File: src/rtl/passcode_controller_if.sv
// Keypad-side bundle for the passcode controller: entry strobes, stored passcode
// configuration and the status outputs consumed by display/actuator logic.
interface passcode_controller_if #(
    parameter int DIGIT_W      = 4,
    parameter int MAX_LEN      = 10,
    parameter int MAX_ATTEMPTS = 3
) ();
    localparam int LEN_W = $clog2(MAX_LEN + 1);
    localparam int ATT_W = $clog2(MAX_ATTEMPTS + 1);

    logic                       digit_valid;
    logic [DIGIT_W-1:0]         digit;
    logic                       submit;
    logic                       clear;
    logic [LEN_W-1:0]           pass_len;
    logic [MAX_LEN*DIGIT_W-1:0] pass_code;

    logic                       unlocked;
    logic                       fail_pulse;
    logic                       locked_out;
    logic                       busy;
    logic [LEN_W-1:0]           entry_count;
    logic [ATT_W-1:0]           attempts;

    // Front end / configuration side.
    modport master (
        output digit_valid, digit, submit, clear, pass_len, pass_code,
        input  unlocked, fail_pulse, locked_out, busy, entry_count, attempts
    );

    // Controller side.
    modport slave (
        input  digit_valid, digit, submit, clear, pass_len, pass_code,
        output unlocked, fail_pulse, locked_out, busy, entry_count, attempts
    );
endinterface

File: src/rtl/passcode_controller.sv
// Keypad lock controller: buffers entered digits, checks length, compares the
// entry digit-by-digit against the stored passcode, counts failed attempts and
// enforces a timed lockout. All outputs come straight from registers.
module passcode_controller #(
    parameter int DIGIT_W        = 4,
    parameter int MAX_LEN        = 10,
    parameter int MAX_ATTEMPTS   = 3,
    parameter int LOCKOUT_CYCLES = 1000
) (
    input  logic                  clk,
    input  logic                  reset_n,
    passcode_controller_if.slave  bus
);
    localparam int LEN_W = $clog2(MAX_LEN + 1);
    localparam int ATT_W = $clog2(MAX_ATTEMPTS + 1);
    localparam int TMR_W = $clog2(LOCKOUT_CYCLES + 1);

    localparam logic [LEN_W-1:0] MAX_LEN_L      = LEN_W'(MAX_LEN);
    localparam logic [ATT_W-1:0] MAX_ATTEMPTS_L = ATT_W'(MAX_ATTEMPTS);
    localparam logic [TMR_W-1:0] TIMER_LOAD     = TMR_W'(LOCKOUT_CYCLES - 1);

    typedef enum logic [2:0] {
        ST_ENTRY,
        ST_COMPARE,
        ST_FAIL,
        ST_UNLOCKED,
        ST_LOCKOUT
    } state_t;

    state_t             r_state;
    logic [DIGIT_W-1:0] r_buf [MAX_LEN];
    logic [LEN_W-1:0]   r_entry_count;
    logic               r_overflow;
    logic [LEN_W-1:0]   r_len;
    logic [LEN_W-1:0]   r_idx;
    logic [ATT_W-1:0]   r_attempts;
    logic [TMR_W-1:0]   r_timer;
    logic               r_unlocked;
    logic               r_fail_pulse;
    logic               r_locked_out;
    logic               r_busy;

    logic               w_len_bad;
    logic [DIGIT_W-1:0] w_buf_digit;
    logic [DIGIT_W-1:0] w_code_digit;
    logic [ATT_W-1:0]   w_att_next;

    // Submit qualification, current compare operands and next failure count.
    always_comb begin
        w_len_bad    = (bus.pass_len == '0) || (bus.pass_len > MAX_LEN_L) ||
                       r_overflow || (r_entry_count != bus.pass_len);
        w_buf_digit  = r_buf[r_idx];
        w_code_digit = bus.pass_code[r_idx*DIGIT_W +: DIGIT_W];
        w_att_next   = r_attempts + ATT_W'(1);
    end

    // Controller FSM with registered status outputs.
    // NOTE: every register here is assigned with <= so all updates take effect
    // together at the clock edge regardless of statement order.
    always_ff @(posedge clk or negedge reset_n) begin
        if (!reset_n) begin
            r_state       <= ST_ENTRY;
            // NOTE: the digit buffer is small and must not leak a previous entry
            // after reset, so it is cleared along with the control state.
            for (int i = 0; i < MAX_LEN; i++) r_buf[i] <= '0;
            r_entry_count <= '0;
            r_overflow    <= 1'b0;
            r_len         <= '0;
            r_idx         <= '0;
            r_attempts    <= '0;
            r_timer       <= '0;
            r_unlocked    <= 1'b0;
            r_fail_pulse  <= 1'b0;
            r_locked_out  <= 1'b0;
            r_busy        <= 1'b0;
        end else begin
            case (r_state)
                ST_ENTRY: begin
                    if (bus.clear) begin
                        r_entry_count <= '0;
                        r_overflow    <= 1'b0;
                    end else if (bus.submit) begin
                        r_len <= bus.pass_len;
                        if (w_len_bad) begin
                            r_state      <= ST_FAIL;
                            r_fail_pulse <= 1'b1;
                        end else begin
                            r_state <= ST_COMPARE;
                            r_idx   <= '0;
                            r_busy  <= 1'b1;
                        end
                    end else if (bus.digit_valid) begin
                        if (r_entry_count < MAX_LEN_L) begin
                            r_buf[r_entry_count] <= bus.digit;
                            r_entry_count        <= r_entry_count + LEN_W'(1);
                        end else begin
                            r_overflow <= 1'b1;
                        end
                    end
                end
                ST_COMPARE: begin
                    if (w_buf_digit != w_code_digit) begin
                        r_state      <= ST_FAIL;
                        r_busy       <= 1'b0;
                        r_fail_pulse <= 1'b1;
                    end else if (r_idx == r_len - LEN_W'(1)) begin
                        r_state    <= ST_UNLOCKED;
                        r_busy     <= 1'b0;
                        r_unlocked <= 1'b1;
                        r_attempts <= '0;
                    end else begin
                        r_idx <= r_idx + LEN_W'(1);
                    end
                end
                ST_FAIL: begin
                    r_fail_pulse  <= 1'b0;
                    r_attempts    <= w_att_next;
                    r_entry_count <= '0;
                    r_overflow    <= 1'b0;
                    if (w_att_next == MAX_ATTEMPTS_L) begin
                        r_state      <= ST_LOCKOUT;
                        r_timer      <= TIMER_LOAD;
                        r_locked_out <= 1'b1;
                    end else begin
                        r_state <= ST_ENTRY;
                    end
                end
                ST_LOCKOUT: begin
                    if (r_timer == '0) begin
                        r_state      <= ST_ENTRY;
                        r_locked_out <= 1'b0;
                        r_attempts   <= '0;
                    end else begin
                        r_timer <= r_timer - TMR_W'(1);
                    end
                end
                ST_UNLOCKED: begin
                    if (bus.clear) begin
                        r_state       <= ST_ENTRY;
                        r_unlocked    <= 1'b0;
                        r_entry_count <= '0;
                        r_overflow    <= 1'b0;
                    end
                end
                default: r_state <= ST_ENTRY;
            endcase
        end
    end

    assign bus.unlocked    = r_unlocked;
    assign bus.fail_pulse  = r_fail_pulse;
    assign bus.locked_out  = r_locked_out;
    assign bus.busy        = r_busy;
    assign bus.entry_count = r_entry_count;
    assign bus.attempts    = r_attempts;
endmodule

File: src/flat_wrapper.sv
// flat-port wrapper written by rule: the top's interface ports become plain ports
module passcode_controller_flat 
#(
    parameter int DIGIT_W        = 4,
    parameter int MAX_LEN        = 10,
    parameter int MAX_ATTEMPTS   = 3,
    parameter int LOCKOUT_CYCLES = 1000
)
  (clk, reset_n, bus_digit_valid, bus_digit, bus_submit, bus_clear, bus_pass_len, bus_pass_code, bus_unlocked, bus_fail_pulse, bus_locked_out, bus_busy, bus_entry_count, bus_attempts);
  passcode_controller_if #(.DIGIT_W(DIGIT_W), .MAX_LEN(MAX_LEN), .MAX_ATTEMPTS(MAX_ATTEMPTS)) bus_i ();
  input  logic clk;
  input  logic reset_n;
  input wire logic [$bits(bus_i.digit_valid)-1:0] bus_digit_valid;
  input wire logic [$bits(bus_i.digit)-1:0] bus_digit;
  input wire logic [$bits(bus_i.submit)-1:0] bus_submit;
  input wire logic [$bits(bus_i.clear)-1:0] bus_clear;
  input wire logic [$bits(bus_i.pass_len)-1:0] bus_pass_len;
  input wire logic [$bits(bus_i.pass_code)-1:0] bus_pass_code;
  output wire logic [$bits(bus_i.unlocked)-1:0] bus_unlocked;
  output wire logic [$bits(bus_i.fail_pulse)-1:0] bus_fail_pulse;
  output wire logic [$bits(bus_i.locked_out)-1:0] bus_locked_out;
  output wire logic [$bits(bus_i.busy)-1:0] bus_busy;
  output wire logic [$bits(bus_i.entry_count)-1:0] bus_entry_count;
  output wire logic [$bits(bus_i.attempts)-1:0] bus_attempts;
  assign bus_i.digit_valid = bus_digit_valid;
  assign bus_i.digit = bus_digit;
  assign bus_i.submit = bus_submit;
  assign bus_i.clear = bus_clear;
  assign bus_i.pass_len = bus_pass_len;
  assign bus_i.pass_code = bus_pass_code;
  assign bus_unlocked = bus_i.unlocked;
  assign bus_fail_pulse = bus_i.fail_pulse;
  assign bus_locked_out = bus_i.locked_out;
  assign bus_busy = bus_i.busy;
  assign bus_entry_count = bus_i.entry_count;
  assign bus_attempts = bus_i.attempts;
  passcode_controller #(.DIGIT_W(DIGIT_W), .MAX_LEN(MAX_LEN), .MAX_ATTEMPTS(MAX_ATTEMPTS), .LOCKOUT_CYCLES(LOCKOUT_CYCLES)) u_core (.clk(clk), .reset_n(reset_n), .bus(bus_i));
endmodule
File: config.mk
export PLATFORM = sky130hd
export DESIGN_NAME = passcode_controller_flat
export DESIGN_NICKNAME = d
export VERILOG_FILES = /design/src/rtl/passcode_controller_if.sv /design/src/rtl/passcode_controller.sv /design/src/flat_wrapper.sv
export SDC_FILE = /design/constraint.sdc
export NUM_CORES = 1
export LEC_CHECK = 0
export CORE_MARGIN = 2
export CORE_UTILIZATION = 30
export DETAILED_ROUTE_END_ITERATION = 12
export PLACE_DENSITY = 0.61
export SLEW_MARGIN = 20
export SYNTH_ARGS = -nofsm -noshare
export SYNTH_HDL_FRONTEND = slang
export SYNTH_SLANG_ARGS = --single-unit
File: constraint.sdc
create_clock -name clk -period 7.6 [get_ports clk]
set_input_delay 0.76 -clock clk [delete_from_list [all_inputs] [get_ports clk]]
set_output_delay 0.76 -clock clk [all_outputs]
set_load 0.1 [all_outputs]
---- Word-level counts from Yosys, hierarchy flattened ----
Cells that the tools add are included.
word-level totals
  register bits ........................... 72
  latch bits .............................. 0
  bits in writable memories ............... 0
  bits in read-only memories .............. 0
  output and inout bits ................... 10
  word-level logic and storage cells ...... 143
  memories ................................ 0
cells by class
  add/subtract/negate cells ............... 5
  $mul .................................... 0
  div/mod/pow operators ................... 0
  order comparisons ....................... 5
  equality and inequality tests ........... 25
  shift operators ......................... 1
  mux-type cells .......................... 57
  bitwise logic cells ..................... 4
  reductions and logical operators ........ 25
operators with widths
  operator                                                              count
  4-bit two-way mux                                                     13
  40-bit bitwise mux                                                    1
  40-bit by 7-bit variable part select with 4-bit output                1
  5-bit AND reduction                                                   6
  3-bit two-way mux                                                     7
  10-bit two-way mux                                                    2
  10-bit case mux with 2 select lines                                   1
  1-bit two-way mux                                                     18
  4-bit binary-select mux with 4-bit select                             1
  4-bit demux with 4-bit select                                         1
  3-bit case mux with 5 select lines                                    1
  2-bit != test, second input constant                                  7
  4-bit case mux with 3 select lines                                    1
  5-bit >= comparator, second input constant                            2
  10-bit zero test                                                      1
  2-bit by 1-bit != test with 1-bit output, second input constant       5
  4-bit inverter with 5-bit output                                      2
  10-bit by 1-bit subtractor with 10-bit output, second input constant  1
  3-bit != test, second input constant                                  3
  3-bit AND reduction                                                   3
  3-bit nonzero test                                                    3
  4-bit by 1-bit adder with 4-bit output, second input constant         2
  2-bit two-way mux                                                     4
  4-bit != test                                                         2
  24 further kinds                                                      34

---- Longest topological paths before layout ----
Gate-level depths: netlist (run 1).
  depth in word-level cells ............... 8
  depth in mapped cells ................... 10
  mapped depth without buffers ............ 8

---- Worst setup path before layout (run 1) ----
Ideal clock, no wire load.
  path type ............................... input -> register
  start ................................... in bus_pass_code[21]
  end ..................................... reg u_core.r_attempts[1] (netlist: u_core.bus.attempts[1])
  arrival ................................. 2.748 ns
  data required time ...................... 7.478 ns
  path slack .............................. 4.731 ns
  stages on the path ...................... 7
  buffers on the path ..................... 0
  cells stage by stage .................... mux4_1 > mux2i_1 > o22ai_1 > xor2_1 > or4_4 > or3_4 > a32o_1
on the way
  word-level cells in the longest chain between the ends .. 4
RTL lines
  item                                                    RTL line                    text
  start, declared                                         flat_wrapper.sv:18          input wire logic [$bits(bus_i.pass_code)-1:0] bus_pass_code;
  40-bit by 7-bit variable part select with 4-bit output  passcode_controller.sv:53   w_code_digit = bus.pass_code[r_idx*DIGIT_W +: DIGIT_W];
  4-bit != test                                           passcode_controller.sv:102  if (w_buf_digit != w_code_digit) begin
  2-bit != test (no source line)                          n/a
  4-bit AND reduction (no source line)                    n/a
  end signal, assigned                                    passcode_controller.sv:117  r_attempts <= w_att_next;
  end, declared                                           passcode_controller.sv:36   logic [ATT_W-1:0] r_attempts;
Every way passes these cells.
A chain may end at the register's enable or synchronous reset.

---- Worst setup path in the final report (run 1) ----
  start ................................... reg u_core.r_idx[0]
  end ..................................... reg u_core.r_idx[2]
on the way
  word-level cells in the longest chain between the ends .. 7
  elaborated cells on any way between the ends .. 14
  classes of those cells .................. 1 x add/sub; 4 x eq/ne; 1 x shift; 6 x mux; 1 x bitwise; 1 x reduce/logical
RTL lines
  item                                                    RTL line                    text
  start, declared                                         passcode_controller.sv:35   logic [LEN_W-1:0] r_idx;
  start signal, assigned                                  passcode_controller.sv:112  r_idx <= r_idx + LEN_W'(1);
  4-bit inverter with 5-bit output (not written as such)  passcode_controller.sv:52   w_buf_digit = r_buf[r_idx];
  4-bit binary-select mux with 4-bit select               passcode_controller.sv:52
  4-bit two-way mux (not written as such) (2 in a row)    passcode_controller.sv:52
  4-bit != test                                           passcode_controller.sv:102
  2-bit != test (no source line)                          n/a
  6-bit AND reduction (no source line)                    n/a
Several ways; a longest one is shown, not always the timed one. The select of a mux whose other input is x is not followed.

==> results of run 1 <==
-- synth_stat cells (3+ instances only) --
library cell	number
o21ai_0	12
buf_6	3
ha_1	9
nor2_1	17
nor4_1	4
a22oi_1	3
nand2_1	33
nand3_1	11
buf_1	5
clkbuf_1	5
dfrtp_1	72
mux2i_1	18
a31oi_1	3
o22ai_1	7
o31ai_1	4
a21oi_1	11
nor2b_1	3
mux4_2	7
mux2_2	46
xor2_1	10
inv_1	16
xnor2_1	10
o211ai_1	3
nor3_1	8
mux4_1	5
buf_2	3
nor3b_1	3
-- placed cells by master, fill, tap and decap left out, drive strengths merged, types with 2 or more instances in the layout --
cell	count
dfrtp	72
clkdlybuf4s50	61
mux2	46
nand2	33
mux2i	18
nor2	17
inv	17
o21ai	13
mux4	12
a21oi	11
nand3	11
xor2	10
xnor2	10
clkbuf	10
ha	9
nor3	8
o22ai	7
o31ai	4
nor4	4
nor3b	3
nor2b	3
a22oi	3
a31oi	3
o211ai	3
or4	3
or3	3
nand2b	2
a31o	2
and2	2
a2bb2oi	2
a41oi	2
a32o	2
clkinvlp	2
clkinv	2
buf	2
-- cell families after synthesis --
logic type                 after synthesis  share of synthesized area (%)
and+or+nand+nor                         94                           11.3
muxes                                   76                           24.1
DFF                                     72                           44.0
AOI/OAI and AO/OA                       58                           9.50
xor gates and xnor gates                20                           4.28
adders and majority gates                9                           2.75
buffers and inverters                   33                           4.06
-- worst max-delay path, stage by stage (launching register included) --
cell	delay, ns
dfrtp_2	1.00
mux4_1	0.65
mux2i_1	0.20
o22ai_1	0.13
xor2_1	0.20
nor4_1	0.79
a31oi_1	0.17
a211o_1	0.25
-- registers in the layout (all words and copies together), names as in the netlist, 2 cells and up --
name	cells
u_core.r_buf	40
u_core.r_timer	10
u_core.bus.entry_count	4
u_core.r_idx	4
u_core.r_len	4
u_core.r_state	3
u_core.bus.attempts	2
-- cell type report --
cell class	count	share of cell area, %
Sequential cell	72	35.0
Clock inverter	6	1.31
Tap cell	176	4.28
Clock buffer	10	4.64
Inverter	16	1.17
Timing Repair Buffer	63	12.1
Multi-Input combinational cell	257	41.5
-- report_power, final --
part,switching (mW),internal [mW]
registers,0.184,0.483
clock network,0.167,0.264
logic,0.382,0.341
-- worst max-delay path by stage --
stage / start / end / slack (ns)
final: u_core.r_idx[0]$_DFFE_PN0P_ / u_core.r_idx[2]$_DFFE_PN0P_ / 4.09
after floorplan: bus_pass_code[21] / u_core.bus.attempts[1]$_DFFE_PN0P_ / 4.73
after global routing: u_core.r_idx[0]$_DFFE_PN0P_ / u_core.r_idx[2]$_DFFE_PN0P_ / 3.78
after detailed placement: u_core.r_idx[0]$_DFFE_PN0P_ / u_core.r_idx[2]$_DFFE_PN0P_ / 4.04
after CTS: u_core.r_idx[0]$_DFFE_PN0P_ / u_core.r_idx[2]$_DFFE_PN0P_ / 4.02
after global placement: bus_pass_code[21] / u_core.r_idx[2]$_DFFE_PN0P_ / 4.13
-- through the flow --
stage	hold slack [ns]	total power, mW	util (%)
after global routing	0.515	1.94	38.7
after detailed placement	0.467	1.40	36.4
after CTS	0.482	1.84	38.7
final	0.482	1.82	38.7
after global placement	0.461	1.37	36.4
after floorplan	0.448	1.22	-
-- layer usage --
layer  part of all wire, %  wire (um)
met5                     0          0
met4                   1.7        160
met3                   3.1        299
met2                    49       4700
met1                    47       4490
==> impl_results.md, run 1 <==
* PwrDens at 354 mW/mm^2
* Clock sink count at 72
* CTS resizes at 0
* Area Overhead vs Synth at 25.7%
* Hold path start: u_core.bus.locked_out$_DFFE_PN0P_
* Unrepaired setup endpoints after global routing: no
* Syn_area_per_cell at 11.3 sq um
* Worst Max-Slew Pin Slew at 0.979 ns
* Reg-to-reg slack, setup at 4.09 ns
* Ys async rst share at 100%
* Share of the yosys chip area belonging to registers at 44.0%
* Root Driver: clkbuf_16
* Final Hold Fails at 0
* Arrival @ worst endpoint at 3.73 ns
* Post-route setup TNS at 0 ns
* Gr busiest metal: met2
* DRT Wirelength at 9650 um
* WL/cell at 16.1 um
* Met1 Usage GRT at 17.7%
* Top-area cell type share of the netlist area at 44.0%
* Layout Cells excl Fill at 600
* Post-DP Area at 0.00483 sq mm
* Yosys cell types at 50
* Worst R2R End: u_core.r_idx[2]$_DFFE_PN0P_
* Ports at 63
* Dpl hpwl at 6980 um
* WHS Path Cells at 2
* Horizontal die dimension at 121 um
* Mapped cell area at 0.00410 sq mm
* Worst VDD drop at 141 uV
* Filler cell count at 1,267
* Post-place setup slack at 4.04 ns
* Largest net degree at the start of global routing at 73
* Final Cycle Share at 46.2%
* Pre-antenna DRT Iters at 4
* Bufs on Longest Clock Path at 2
* Register Area at 0.00180 sq mm
* Post-CTS setup buffer count at 0
* Post-Syn Instances at 362
* Startpoint Class: flip-flop
* Initial Utilization at 30.8%
* Grt total ovfl at 0
* Final setup violation count at 0
* Die area at 0.0146 sq mm
* Post-synth EDFFs at 0
* Dpl cells at 584
* R2R cell count at 7
* Worst Setup Slack, final at 4.09 ns
* Antenna cells at 0
* CTS tree: built
* Chip Height at 121 um
* Clock latency at the later pin of the worst-skew pair at 0.33 ns
* Core Region at 0.0133 sq mm
* Hold endpoint: u_core.bus.locked_out$_DFFE_PN0P_
* Gr usage total at 14.0%
* Max-Cap Viols at 0
* First-pass GRT wire length at 16,200 um
* Via-to-Cell Ratio at 5.04
* Max-slew headroom at 34.5%
* Synth Warn # at 0
* Status: complete, no violations
* Tmin final at 3.51 ns
* Vias at 3,021
* Worst r2r src: u_core.r_idx[0]$_DFFE_PN0P_
* Global routing met2 resource utilization at 23.6%
* PortBufs at 62
* Vias in the first global route at 3,188
* Final slew viol count at 0
* Drt first-iter violations at 175
* Clock Skew at 0.00372 ns
* Setup crit end kind: flip-flop
* Post-route ant nets at 0
* Synth area leader: dfrtp_1
* Fraction of layout cells with a size suffix above 1 at 18.4%
* CTS hold repair buffers at 0
* Finished Cell Area at 0.00515 sq mm
* Num CTS Buffers at 9
* Final-stage net count at 481
* Area of the multi-input gates at 0.00213 sq mm
* DRC Markers at 0
* Critical path type: flip-flop to flip-flop
* # rows at 42
* Pleak at 2.23 nW
* Routability congestion estimate at 0.812
* HP Class: flip-flop to flip-flop
* Syn Nets at 424
* Clock transition at the registers of the reported paths at 0.06 ns
* GR Layer Usage met3 at 3.34%
* Main flop type after synthesis: dfrtp_1
* Yosys reg bits at 72
* Initial antenna violation count at 0
* Fmax at 285 MHz
* Htree depth at 3
* Critical Path RT at 7.82 ns
* Max FO, Critical Path at 34
* Top cells by area, synth: dfrtp_1, mux2_2, mux2i_1
Note: power is estimated with default switching activity, not from simulation.
==> run 2: changes to the inputs <==
Settings changed: PLACE_DENSITY 0.61 to 0.62.
Clock period 7.6 ns to 3.1 ns, I/O delays scaled along.
==> run 2 against run 1 <==
Against the previous run: worst hold slack lost 0.45 ns; critical path depth increased by 1; final cell count grew 2.7%; die area is the same; sequential power up 120%; global-route usage down 0.063 points; flip-flop and latch count unchanged; sequential share of layout area shrank 0.66 points; first-iteration DRC count is 7.4% lower; non-clock buffer count up 16; clock skew increased by 0.0036 ns; count of clock-buffer cells in the layout down 1; critical endpoint is now u_core.bus.attempts[0]$_DFFE_PN0P_; largest power group unchanged.
==> impl_results.md, run 2 (synthesized netlist as in run 1, its figures left out) <==
* Ports at 63 (unchanged)
* Pleak at 2.32 nW (+4.0%)
* Htree depth at 3 (unchanged)
* CTS hold repair buffers at 0 (unchanged)
* HP Class: input port to asynchronous set/reset pin
* Fraction of layout cells with a size suffix above 1 at 22.5% (+4.1 points)
* Buf/Inv on CP at 1 (+1)
* Worst path cell trace: buf_4 > mux4_1 > mux2i_1 > o22ai_1 > xor2_1 > or4_4 > or3_4 > a32o_1
* Critical Path RT at 3.31 ns (-4.51 ns)
* Die area at 0.0146 sq mm (unchanged)
* Antenna cells at 0 (unchanged)
* Max reg flops at 40 (unchanged)
* Post-route setup TNS at 0 ns (unchanged)
* Final Cycle Share at 94.9% (+49 points)
* Tmin final at 2.94 ns (-0.572 ns)
* Max-Cap Viols at 0 (unchanged)
* Worst Max-Slew Pin Slew at 0.971 ns (-0.00822 ns)
* Root Driver: clkbuf_16
* Clock latency at the later pin of the worst-skew pair at 0.33 ns (about the same)
* Pre-antenna DRT Iters at 4 (unchanged)
* Unrepaired setup endpoints after global routing: no
* Num CTS Buffers at 9 (unchanged)
* WL/cell at 15.8 um (-1.7%)
* PortBufs at 62 (unchanged)
* Top reg by flops: u_core.r_buf
* Area Overhead vs Synth at 28.1%
* Grt total ovfl at 0 (unchanged)
* # rows at 42 (unchanged)
* Commonest non-fill, non-tap cell in the layout: dfrtp_1
* Post-CTS setup buffer count at 0 (unchanged)
* Final slew viol count at 0 (unchanged)
* Initial Utilization at 30.8% (unchanged)
* Status: complete, no violations
* Startpoint Class: flip-flop
* CTS resizes at 0 (unchanged)
* Arrival @ worst endpoint at 3.16 ns (-0.57 ns)
* Post-route ant nets at 0 (unchanged)
* Vias at 3,109 (+2.9%)
* CTS tree: built
* Finished Cell Area at 0.00525 sq mm (+1.9%)
* Bufs on Longest Clock Path at 2 (unchanged)
* Chip Height at 121 um (unchanged)
* Setup crit end kind: flip-flop
* Max FO, Critical Path at 7 (-79%)
* Max-slew headroom at 35.1% (+0.55 points)
* Largest net degree at the start of global routing at 44 (-40%)
* Routability congestion estimate at 0.826 (+1.7%)
* Gr usage total at 14.0% (-0.063 points)
* Final Hold Fails at 0 (unchanged)
* Clock Skew at 0.00730 ns (+0.00358 ns)
* Drt first-iter violations at 162 (-7.4%)
* Fmax at 340 MHz (+19%)
* CP max-delay cell: or4_4
* Critical path type: flip-flop to flip-flop
* Post-DP Area at 0.00493 sq mm (+2.1%)
* Final-stage net count at 497 (+3.3%)
* Clock transition at the registers of the reported paths at 0.06 ns (about the same)
* PwrDens at 863 mW/mm^2 (+140%)
* Horizontal die dimension at 121 um (unchanged)
* Via-to-Cell Ratio at 5.05 (+0.24%)
* DRC Markers at 0 (unchanged)
* Vias in the first global route at 3,188 (unchanged)
* Commonest cells after routing, fill and taps aside: dfrtp_1, clkdlybuf4s50_1, mux2_2
* CP top delay family: simple AND/OR/NAND/NOR gates
* First-pass GRT wire length at 16,100 um (-0.59%)
* DRT Wirelength at 9740 um (+0.92%)
* Core Region at 0.0133 sq mm (unchanged)
* Dpl hpwl at 7400 um (+5.9%)
* Clock sink count at 72 (unchanged)
* Initial antenna violation count at 0 (unchanged)
* Largest registers: u_core.r_buf x40, u_core.r_timer x10
* Final setup violation count at 0 (unchanged)
* Largest stage delay on the critical path at 0.58 ns (-0.42 ns)
* Worst VDD drop at 283 uV (+100%)
[run 2: cell count changes in the layout (fill, tap and decap cells not counted), sizes merged]
cell and delta:
bufinv -1, clkinvlp -1, buf +22, clkinv +2, inv +1, clkdlybuf4s50 -6, clkbuf -1
[run 2: per-stage QoR]
step           util (%)  hold slack, ns  cells  power, mW  setup WS [ns]
3_3_place_gp       37.1           0.410    596       3.50          0.119
4_1_cts            39.2          0.0583    612       4.54         0.0754
6_report           39.5          0.0330    616       4.53          0.160
2_1_floorplan         -          0.0144    362       2.99          0.392
5_1_grt            39.5          0.0937    616       4.81         0.0375
3_5_place_dp       37.1           0.423    596       3.55         0.0632
[run 2: cell type report]
| cell class | instances | area [sq um] |
|---|---|---|
| Inverter | 16 | 60.1 |
| Tap cell | 176 | 220 |
| Fill cell | 1249 | 8050 |
| Clock buffer | 9 | 225 |
| Clock inverter | 7 | 56.3 |
| Timing Repair Buffer | 79 | 753 |
| Sequential cell | 72 | 1800 |
| Multi-Input combinational cell | 257 | 2130 |
[run 2: path summary, 6_finish.rpt]
kind	slack, ns	start	depth (start not counted)	end
max	0.16	u_core.r_idx[0]$_DFFE_PN0P_	8	u_core.bus.attempts[0]$_DFFE_PN0P_
min in group clk	0.47	u_core.bus.locked_out$_DFFE_PN0P_	2	u_core.bus.locked_out$_DFFE_PN0P_
max in group asynchronous	2.39	reset_n	2	u_core.r_buf[2]$_DFFE_PN0P_
max reg2reg	0.16	u_core.r_idx[0]$_DFFE_PN0P_	8	u_core.bus.attempts[0]$_DFFE_PN0P_
min	0.03	reset_n	1	u_core.bus.entry_count[3]$_DFFE_PN0P_
min reg2reg	0.47	u_core.bus.locked_out$_DFFE_PN0P_	2	u_core.bus.locked_out$_DFFE_PN0P_
[run 2: routing by layer]
| layer | global-route usage [%] | wire length [um] | vias up |
|---|---|---|---|
| met1 | 17.7 | 4470 | 1563 |
| met3 | 3.29 | 368 | 6 |
| li1 | - | - | 1479 |
| met2 | 23.3 | 4810 | 61 |
| met4 | 5.16 | 91 | 0 |
| met5 | 0 | 0 | - |
[run 2: report_power, final]
| part | switching [mW] | internal (mW) |
|---|---|---|
| Clock | 0.409 | 0.549 |
| Sequential | 0.297 | 1.19 |
| Combinational | 1.11 | 0.969 |
[run 2: worst register-to-register path, delay by kind of cell, from the launching register on]
kind,cells,cell delay [ns]
simple gates,2,0.94
mux,2,0.72
flops,1,0.46
compound gates,2,0.36
xor+xnor,1,0.19
buf+inv,1,0.17
